`src/rtl/program_loader_pkg.sv`:
```
// Shared definitions for the program loader: FSM state encoding and default widths.
package program_loader_pkg;

  localparam int DEFAULT_ADDR_WIDTH = 4;
  localparam int DEFAULT_DATA_WIDTH = 4;

  typedef enum logic [1:0] {
    ST_RUN   = 2'd0,
    ST_PROG  = 2'd1,
    ST_WRITE = 2'd2,
    ST_EXIT  = 2'd3
  } loader_state_e;

endpackage

```
`src/rtl/button_debouncer.sv`:
```
// Debounces one raw button: emits a single-cycle press event once the input has
// been sampled high DEBOUNCE_CYCLES times in a row, then stays quiet until release.
module button_debouncer #(
  parameter int DEBOUNCE_CYCLES = 4
) (
  input  logic clk,
  input  logic reset,
  input  logic rawIn,
  output logic pressEvent
);

  localparam int CNT_W = $clog2(DEBOUNCE_CYCLES + 1);
  localparam logic [CNT_W-1:0] CNT_MAX  = CNT_W'(DEBOUNCE_CYCLES);
  localparam logic [CNT_W-1:0] CNT_FIRE = CNT_W'(DEBOUNCE_CYCLES - 1);

  logic [CNT_W-1:0] cnt_q, cnt_d;
  logic             event_q, event_d;

  // Count consecutive high samples, saturating so a held button fires only once.
  always_comb begin
    cnt_d   = '0;
    event_d = 1'b0;
    if (rawIn) begin
      cnt_d   = (cnt_q == CNT_MAX) ? cnt_q : cnt_q + 1'b1;
      event_d = (cnt_q == CNT_FIRE);
    end
  end

  // Counter and registered event pulse.
  always_ff @(posedge clk) begin
    if (reset) begin
      cnt_q   <= '0;
      event_q <= 1'b0;
    end else begin
      cnt_q   <= cnt_d;
      event_q <= event_d;
    end
  end

  assign pressEvent = event_q;

endmodule

```
`src/rtl/program_loader.sv`:
```
// Front-panel program loader: writable program memory read live by the CPU,
// filled one opcode per debounced load press while the CPU is held.
module program_loader
  import program_loader_pkg::*;
#(
  parameter int DEBOUNCE_CYCLES = 4,
  parameter int ADDR_WIDTH      = DEFAULT_ADDR_WIDTH,
  parameter int DATA_WIDTH      = DEFAULT_DATA_WIDTH
) (
  input  logic                  clk,
  input  logic                  reset,
  input  logic                  progBtn,
  input  logic                  loadBtn,
  input  logic                  doneBtn,
  input  logic [DATA_WIDTH-1:0] dataIn,
  input  logic [ADDR_WIDTH-1:0] rdAddr,
  output logic [DATA_WIDTH-1:0] rdData,
  output logic                  cpuHold,
  output logic                  cpuRestart,
  output logic [ADDR_WIDTH-1:0] progAddr
);

  localparam int DEPTH = 2 ** ADDR_WIDTH;
  localparam logic [ADDR_WIDTH-1:0] LAST_ADDR = '1;

  // Button order: bit 0 = prog, bit 1 = load, bit 2 = done.
  logic [2:0] btn_raw;
  logic [2:0] btn_evt;
  assign btn_raw = {doneBtn, loadBtn, progBtn};

  for (genvar gi = 0; gi < 3; gi++) begin : g_btn
    button_debouncer #(
      .DEBOUNCE_CYCLES(DEBOUNCE_CYCLES)
    ) u_debouncer (
      .clk       (clk),
      .reset     (reset),
      .rawIn     (btn_raw[gi]),
      .pressEvent(btn_evt[gi])
    );
  end

  logic prog_evt, load_evt, done_evt;
  assign prog_evt = btn_evt[0];
  assign load_evt = btn_evt[1];
  assign done_evt = btn_evt[2];

  loader_state_e                  state_q, state_d;
  logic          [ADDR_WIDTH-1:0] prog_addr_q, prog_addr_d;
  logic                           write_en;
  logic          [DATA_WIDTH-1:0] mem_q [DEPTH];
  logic          [DATA_WIDTH-1:0] mem_d [DEPTH];

  // Loader next-state logic; done beats load when both arrive together.
  always_comb begin
    state_d     = state_q;
    prog_addr_d = prog_addr_q;
    write_en    = 1'b0;
    case (state_q)
      ST_RUN: begin
        if (prog_evt) begin
          state_d     = ST_PROG;
          prog_addr_d = '0;
        end
      end
      ST_PROG: begin
        if (done_evt) begin
          state_d = ST_EXIT;
        end else if (load_evt) begin
          state_d = ST_WRITE;
        end
      end
      ST_WRITE: begin
        write_en    = 1'b1;
        prog_addr_d = prog_addr_q + 1'b1;
        state_d     = (prog_addr_q == LAST_ADDR) ? ST_EXIT : ST_PROG;
      end
      ST_EXIT: begin
        state_d = ST_RUN;
      end
      default: begin
        state_d = ST_RUN;
      end
    endcase
  end

  // Memory next value: only the addressed word changes during WRITE.
  always_comb begin
    for (int i = 0; i < DEPTH; i++) begin
      mem_d[i] = mem_q[i];
    end
    if (write_en) begin
      mem_d[prog_addr_q] = dataIn;
    end
  end

  // State, write pointer and memory registers; reset clears the whole program.
  always_ff @(posedge clk) begin
    if (reset) begin
      state_q     <= ST_RUN;
      prog_addr_q <= '0;
      for (int i = 0; i < DEPTH; i++) begin
        mem_q[i] <= '0;
      end
    end else begin
      state_q     <= state_d;
      prog_addr_q <= prog_addr_d;
      for (int i = 0; i < DEPTH; i++) begin
        mem_q[i] <= mem_d[i];
      end
    end
  end

  assign cpuHold    = (state_q != ST_RUN);
  assign cpuRestart = (state_q == ST_EXIT);
  assign progAddr   = prog_addr_q;
  assign rdData     = mem_q[rdAddr];

endmodule

```
`config.mk`:
```
export PLATFORM = sky130hd
export DESIGN_NAME = program_loader
export DESIGN_NICKNAME = d
export VERILOG_FILES = /design/src/rtl/program_loader_pkg.sv /design/src/rtl/button_debouncer.sv /design/src/rtl/program_loader.sv
export SDC_FILE = /design/constraint.sdc
export NUM_CORES = 1
export LEC_CHECK = 0
export ABC_CLOCK_PERIOD_IN_PS = 3250
export CORE_MARGIN = 1.5
export CORE_UTILIZATION = 68
export DETAILED_ROUTE_END_ITERATION = 12
export DONT_BUFFER_PORTS = 1
export PLACE_DENSITY = 0.85
export SKIP_CTS_REPAIR_TIMING = 1
export SLEW_MARGIN = 5
export SYNTH_ARGS = -nofsm -noshare
export SYNTH_HDL_FRONTEND = slang
export SYNTH_SLANG_ARGS = --single-unit
```
`constraint.sdc`:
```
create_clock -name clk -period 3.25 [get_ports clk]
set_input_delay 0.65 -clock clk [delete_from_list [all_inputs] [get_ports clk]]
set_output_delay 0.65 -clock clk [all_outputs]
set_load 0.005 [all_outputs]
```
### Yosys cells after proc, flatten, opt, wreduce, memory -nomap -nowiden

Memory sizes are Yosys's and may differ from the RTL's.
Cells that the tools add are included.

* memories: 1
* flip-flop bits (word level): 18
* word-level logic and storage cells: 87
* bits in writable memories: 64
* output and inout port bits: 10
* input port bits: 13

Memory list
* mem_q: words 16, bits a word 4, read ports 17, clocked after memory_dff 0, write ports 16, line program_loader.sv:50 `logic [DATA_WIDTH-1:0] mem_q [DEPTH];`

* muxes and demuxes: 31
* $lt $le $gt $ge: 2
* add/sub/neg operators: 4
* bitwise operators: 20
* eq/ne operators: 12
* reduce and logical (&&, ||, !) cells: 9

Operators with widths (count)
* $mux W4: 18
* $bwmux W64: 1
* $mux W64: 1
* $demux W4 S4: 1
* $or A1 B1 Y1: 16
* $add A3 B1 Y3 const B: 3
* $eq A3 B2 Y1 const B: 3
* $eq A3 B3 Y1 const B: 3
* $mux W2: 4
* $pmux W2 S4: 1
* $pmux W4 S2: 1
* $reduce_or A2 Y1: 3
* $ge A5 B5 Y1 const B: 1
* $lt A5 B1 Y1 const B: 1
* $not A4 Y5: 1
* $add A4 B1 Y4 const B: 1
* $eq A2 B2 Y1 const B: 2
* $eq A4 B4 Y1 const B: 1
* $mux W1: 4
* $reduce_and A2 Y1: 2
* $reduce_bool A2 Y1: 2
* $ne A3 B1 Y1 const B: 1
* $not A1 Y1: 3
* $eq A2 B1 Y1 const B: 1
* other kinds (3): 3

### Depth between registers and ports, before layout

* depth after elaboration: 8
* depth in mapped cells: 6
* gate-level depth less buffers: 5

### By module

From an unflattened synthesis, not the netlist that was laid out.

* cell total of the unflattened synthesis: 447
* area total of the unflattened synthesis: 3844.9 um^2

Modules (own cells, without submodules)
* program_loader: seq. area each 1401.3 um^2, instances 1, area each 3266.9 um^2, cells an instance 384
* button_debouncer: seq. area each 80.1 um^2, instances 3, area each 192.7 um^2, cells an instance 21

### Least setup slack after synthesis

Ideal clock, no wire load.

* path kind: input to output
* start: input rdAddr[1]
* end: output rdData[1]
* path buffers: 2
* slack: 0.966 ns
* stages: 5
* data required time: 2.600 ns
* arrival time: 1.634 ns
* path through: clkbuf_1 > buf_2 > mux4_2 > a22oi_1 > nand3_1

* word-level cells in the longest chain between the ends: 1

RTL lines
* start: declaration: line program_loader.sv:16 `input logic [ADDR_WIDTH-1:0] rdAddr,`
* $mem_v2 Z16 W4
* end: declaration: line program_loader.sv:17 `output logic [DATA_WIDTH-1:0] rdData,`

Every way passes these cells.

==> results.toml <==
[outcome]
outcome = "completed"

[synthesis]
syn_nets = 470
yosysSeqAreaShare_pct = 43.2
synth-edff-count = 0
synth_warnings = 0
ys_types = 27
synth_area_leaders = "dfxtp_1 (43%), nand3_1 (10%), mux4_1 (9.7%)"
synth_area_leader_cell = "dfxtp_1"
syn_area_per_cell_um2 = 8.56
synth_top_area_share_pct = 43.2
syn-instance-count = 444
synth-async-reset-ratio_pct = 0
ys_ff_latch = 82
synth_area_um2 = 3800
synth_ff_type = "dfxtp_1"

[global_routing]
antenna_found_initial = 0
gr-max-usage-layer = "met2"
grt_usage_pct = 29.9
grt_max_degree = 74
grt_use_met1_pct = 41.7
grt_pass1_wl_mm = 13.7
first_global_vias = 2742
grt_overflow = 0
met3_usage_pct = 6.59
grt_use_met2_pct = 44.8

[worst_setup_path]
cp_cell_sequence = "mux4_1 > a22oi_1 > nand3_1"
ff2ff_setup_slack_ns = 1.39
max_stage_delay_ns = 0.51
cp-start-kind = "register"
r2r_cells = 4
cp.required_ns = 2.60
cp_max_fo = 2
end_kind = "primary output"
critical_path_class = "register to primary output"
cp_top_family = "multiplexers"
crit_slowest_cell = "mux4_1"
r2r-start = "progAddr[2]$_SDFFE_PP0P_"
regToRegEndpoint = "mem_q[15][0]$_SDFFE_PP0P_"
critPathBufInv = 0
arrival_ns = 1.55

[timing]
setup_viol = 0
timing_hold_violations_final = 0
drv_slew = 0
min_period_ns = 2.20
rsz0062_at_grt = "no"
finalWorstSetupSlack_ns = 1.05
worstMarginPinSlew_ns = 0.708
finalSetupTns_ns = 0
fin_crit_sh_pct = 67.8
timing.fmax_mhz = 454
maxSlewHeadroom_pct = 52.8
clock_skew_ns = 0.00922

[hold_path]
min_from = "reset"
hold_depth = 1
whs_endpoint = "mem_q[5][3]$_SDFFE_PP0P_"
hp-class = "input port to register"

[route]
drc_errors = 0
routed_wl_mm = 8.46
drt-initial-drc-count = 345
via_per_inst = 6.30
drtAntennaViolNets = 0
wl_per_cell_um = 17.0
vias = 3139
dr.pass1.iters = 5

[layout]
n_antenna_cell = 0
final_common_cell = "nand2_1"
nFillCells = 387
drive_above_1_share_pct = 6.34
mostFrequentLayoutCells = "nand2_1 (90), dfxtp_1 (82), nand3_1 (76)"
nets = 447
area_growth_pct = 3.92

[power]
cellLeakagePower_nw = 1.35
ir_drop_v = 0.000379
p_per_area_nw_per_um2 = 453

[die]
die_w_um = 77.7
core_um2 = 5440
dieArea_um2 = 6040
fp.dieH_um = 77.7
rows = 27
io_pins = 23
start_util_pct = 69.8

[clock_network]
htreeDepth = 3
clock_latency_ns = 0.36
numClockSinks = 82
cts_buffer_depth = 2
cts.reportedPaths.clkPinSlew_ns = 0.08
cts_tree = "done"
root_buffer = "clkbuf_8"
cts_buffers = 9

[placement]
dp_hpwl_mm = 5.73
pre_cts_slack_ns = 1.05
place.gp.congestion = 0.892
portBuffers = 0

[job]
maxCapViolCount = 0
kinds of logic (layout without fill, tap and decap cells):
family                   count (synthesis)  in the layout  share of synthesized area (%)
AND/OR/NAND/NOR                        192            192                           22.8
AO/OA/AOI/OAI                           83             83                           11.4
flip-flops                              82             82                           43.2
buffers and inverters                   53             35                           6.16
multiplexers                            18             18                           11.5
adder cells (fa/ha/maj)                 13             13                           4.28
XOR/XNOR                                 3              3                          0.692
metal layers:
layer	vias to the layer above	share of wire, %
met5	-	0
li1	1506	-
met4	0	2.1
met3	17	7.9
met2	134	46
met1	1482	44
Yosys cell counts, types with 3 or more instances:
cell      count
clkbuf_1     22
dfxtp_1      82
nand2b_1      3
inv_1        16
nand2_1      90
a22oi_1       6
buf_1         4
nor2_1       14
nand3_1      76
ha_1         13
mux4_1       14
buf_2         9
xnor2_1       3
o21ai_0       3
a21oi_1      73
where the power goes:
part	leakage [nW]	internal, W	switching [W]
Sequential	0.661	0.00101	0.00000339
Clock	0.0945	0.000375	0.000372
Combinational	0.592	0.0000168	0.0000116
worst register-to-register path, stage by stage, from the launching register on:
cell	delay [ns]
dfxtp_1	0.52
and4b_1	0.71
nand2_1	0.31
nand2_1	0.15
a21oi_1	0.07
cell type report:
class | count | area, um2 | area share, %
Multi-Input combinational cell | 309 | 1930 | 48.9
Sequential cell | 82 | 1640 | 41.6
Clock buffer | 10 | 138 | 3.49
Tap cell | 72 | 90.1 | 2.28
Clock inverter | 6 | 66.3 | 1.68
Inverter | 16 | 60.1 | 1.52
Timing Repair Buffer | 3 | 22.5 | 0.571
through the flow:
step / hold slack [ns] / instances / total power (W) / utilization, % / instance area [um2]
2_1_floorplan: 0.432 / 444 / 0.00109 / - / 3800
3_5_place_dp: 0.441 / 482 / 0.00106 / 68.8 / 3740
4_1_cts: 0.344 / 498 / 0.00179 / 72.6 / 3950
6_report: 0.364 / 498 / 0.00179 / 72.6 / 3950
3_3_place_gp: 0.433 / 482 / 0.00106 / 68.8 / 3740
5_1_grt: 0.340 / 498 / 0.00183 / 72.6 / 3950
registers in the layout, indices dropped and copies added, names as in the netlist:
register                      cells
state_q                           2
progAddr                          4
mem_q                            64
g_btn.u_debouncer.pressEvent      3
g_btn.u_debouncer.cnt_q           9
how the worst max path moves through the flow:
stage / endpoint / slack, ns / from / cells after the start
detailed placement: rdData[2] / 1.05 / rdAddr[0] / 3
global route: rdData[2] / 0.97 / mem_q[1][2]$_SDFFE_PP0P_ / 3
floorplan: rdData[1] / 0.97 / rdAddr[1] / 5
global placement: rdData[2] / 1.09 / rdAddr[0] / 3
CTS: rdData[2] / 1.04 / mem_q[1][2]$_SDFFE_PP0P_ / 3
finish: rdData[2] / 1.05 / mem_q[1][2]$_SDFFE_PP0P_ / 3
Power figures use the tool's default switching activity.
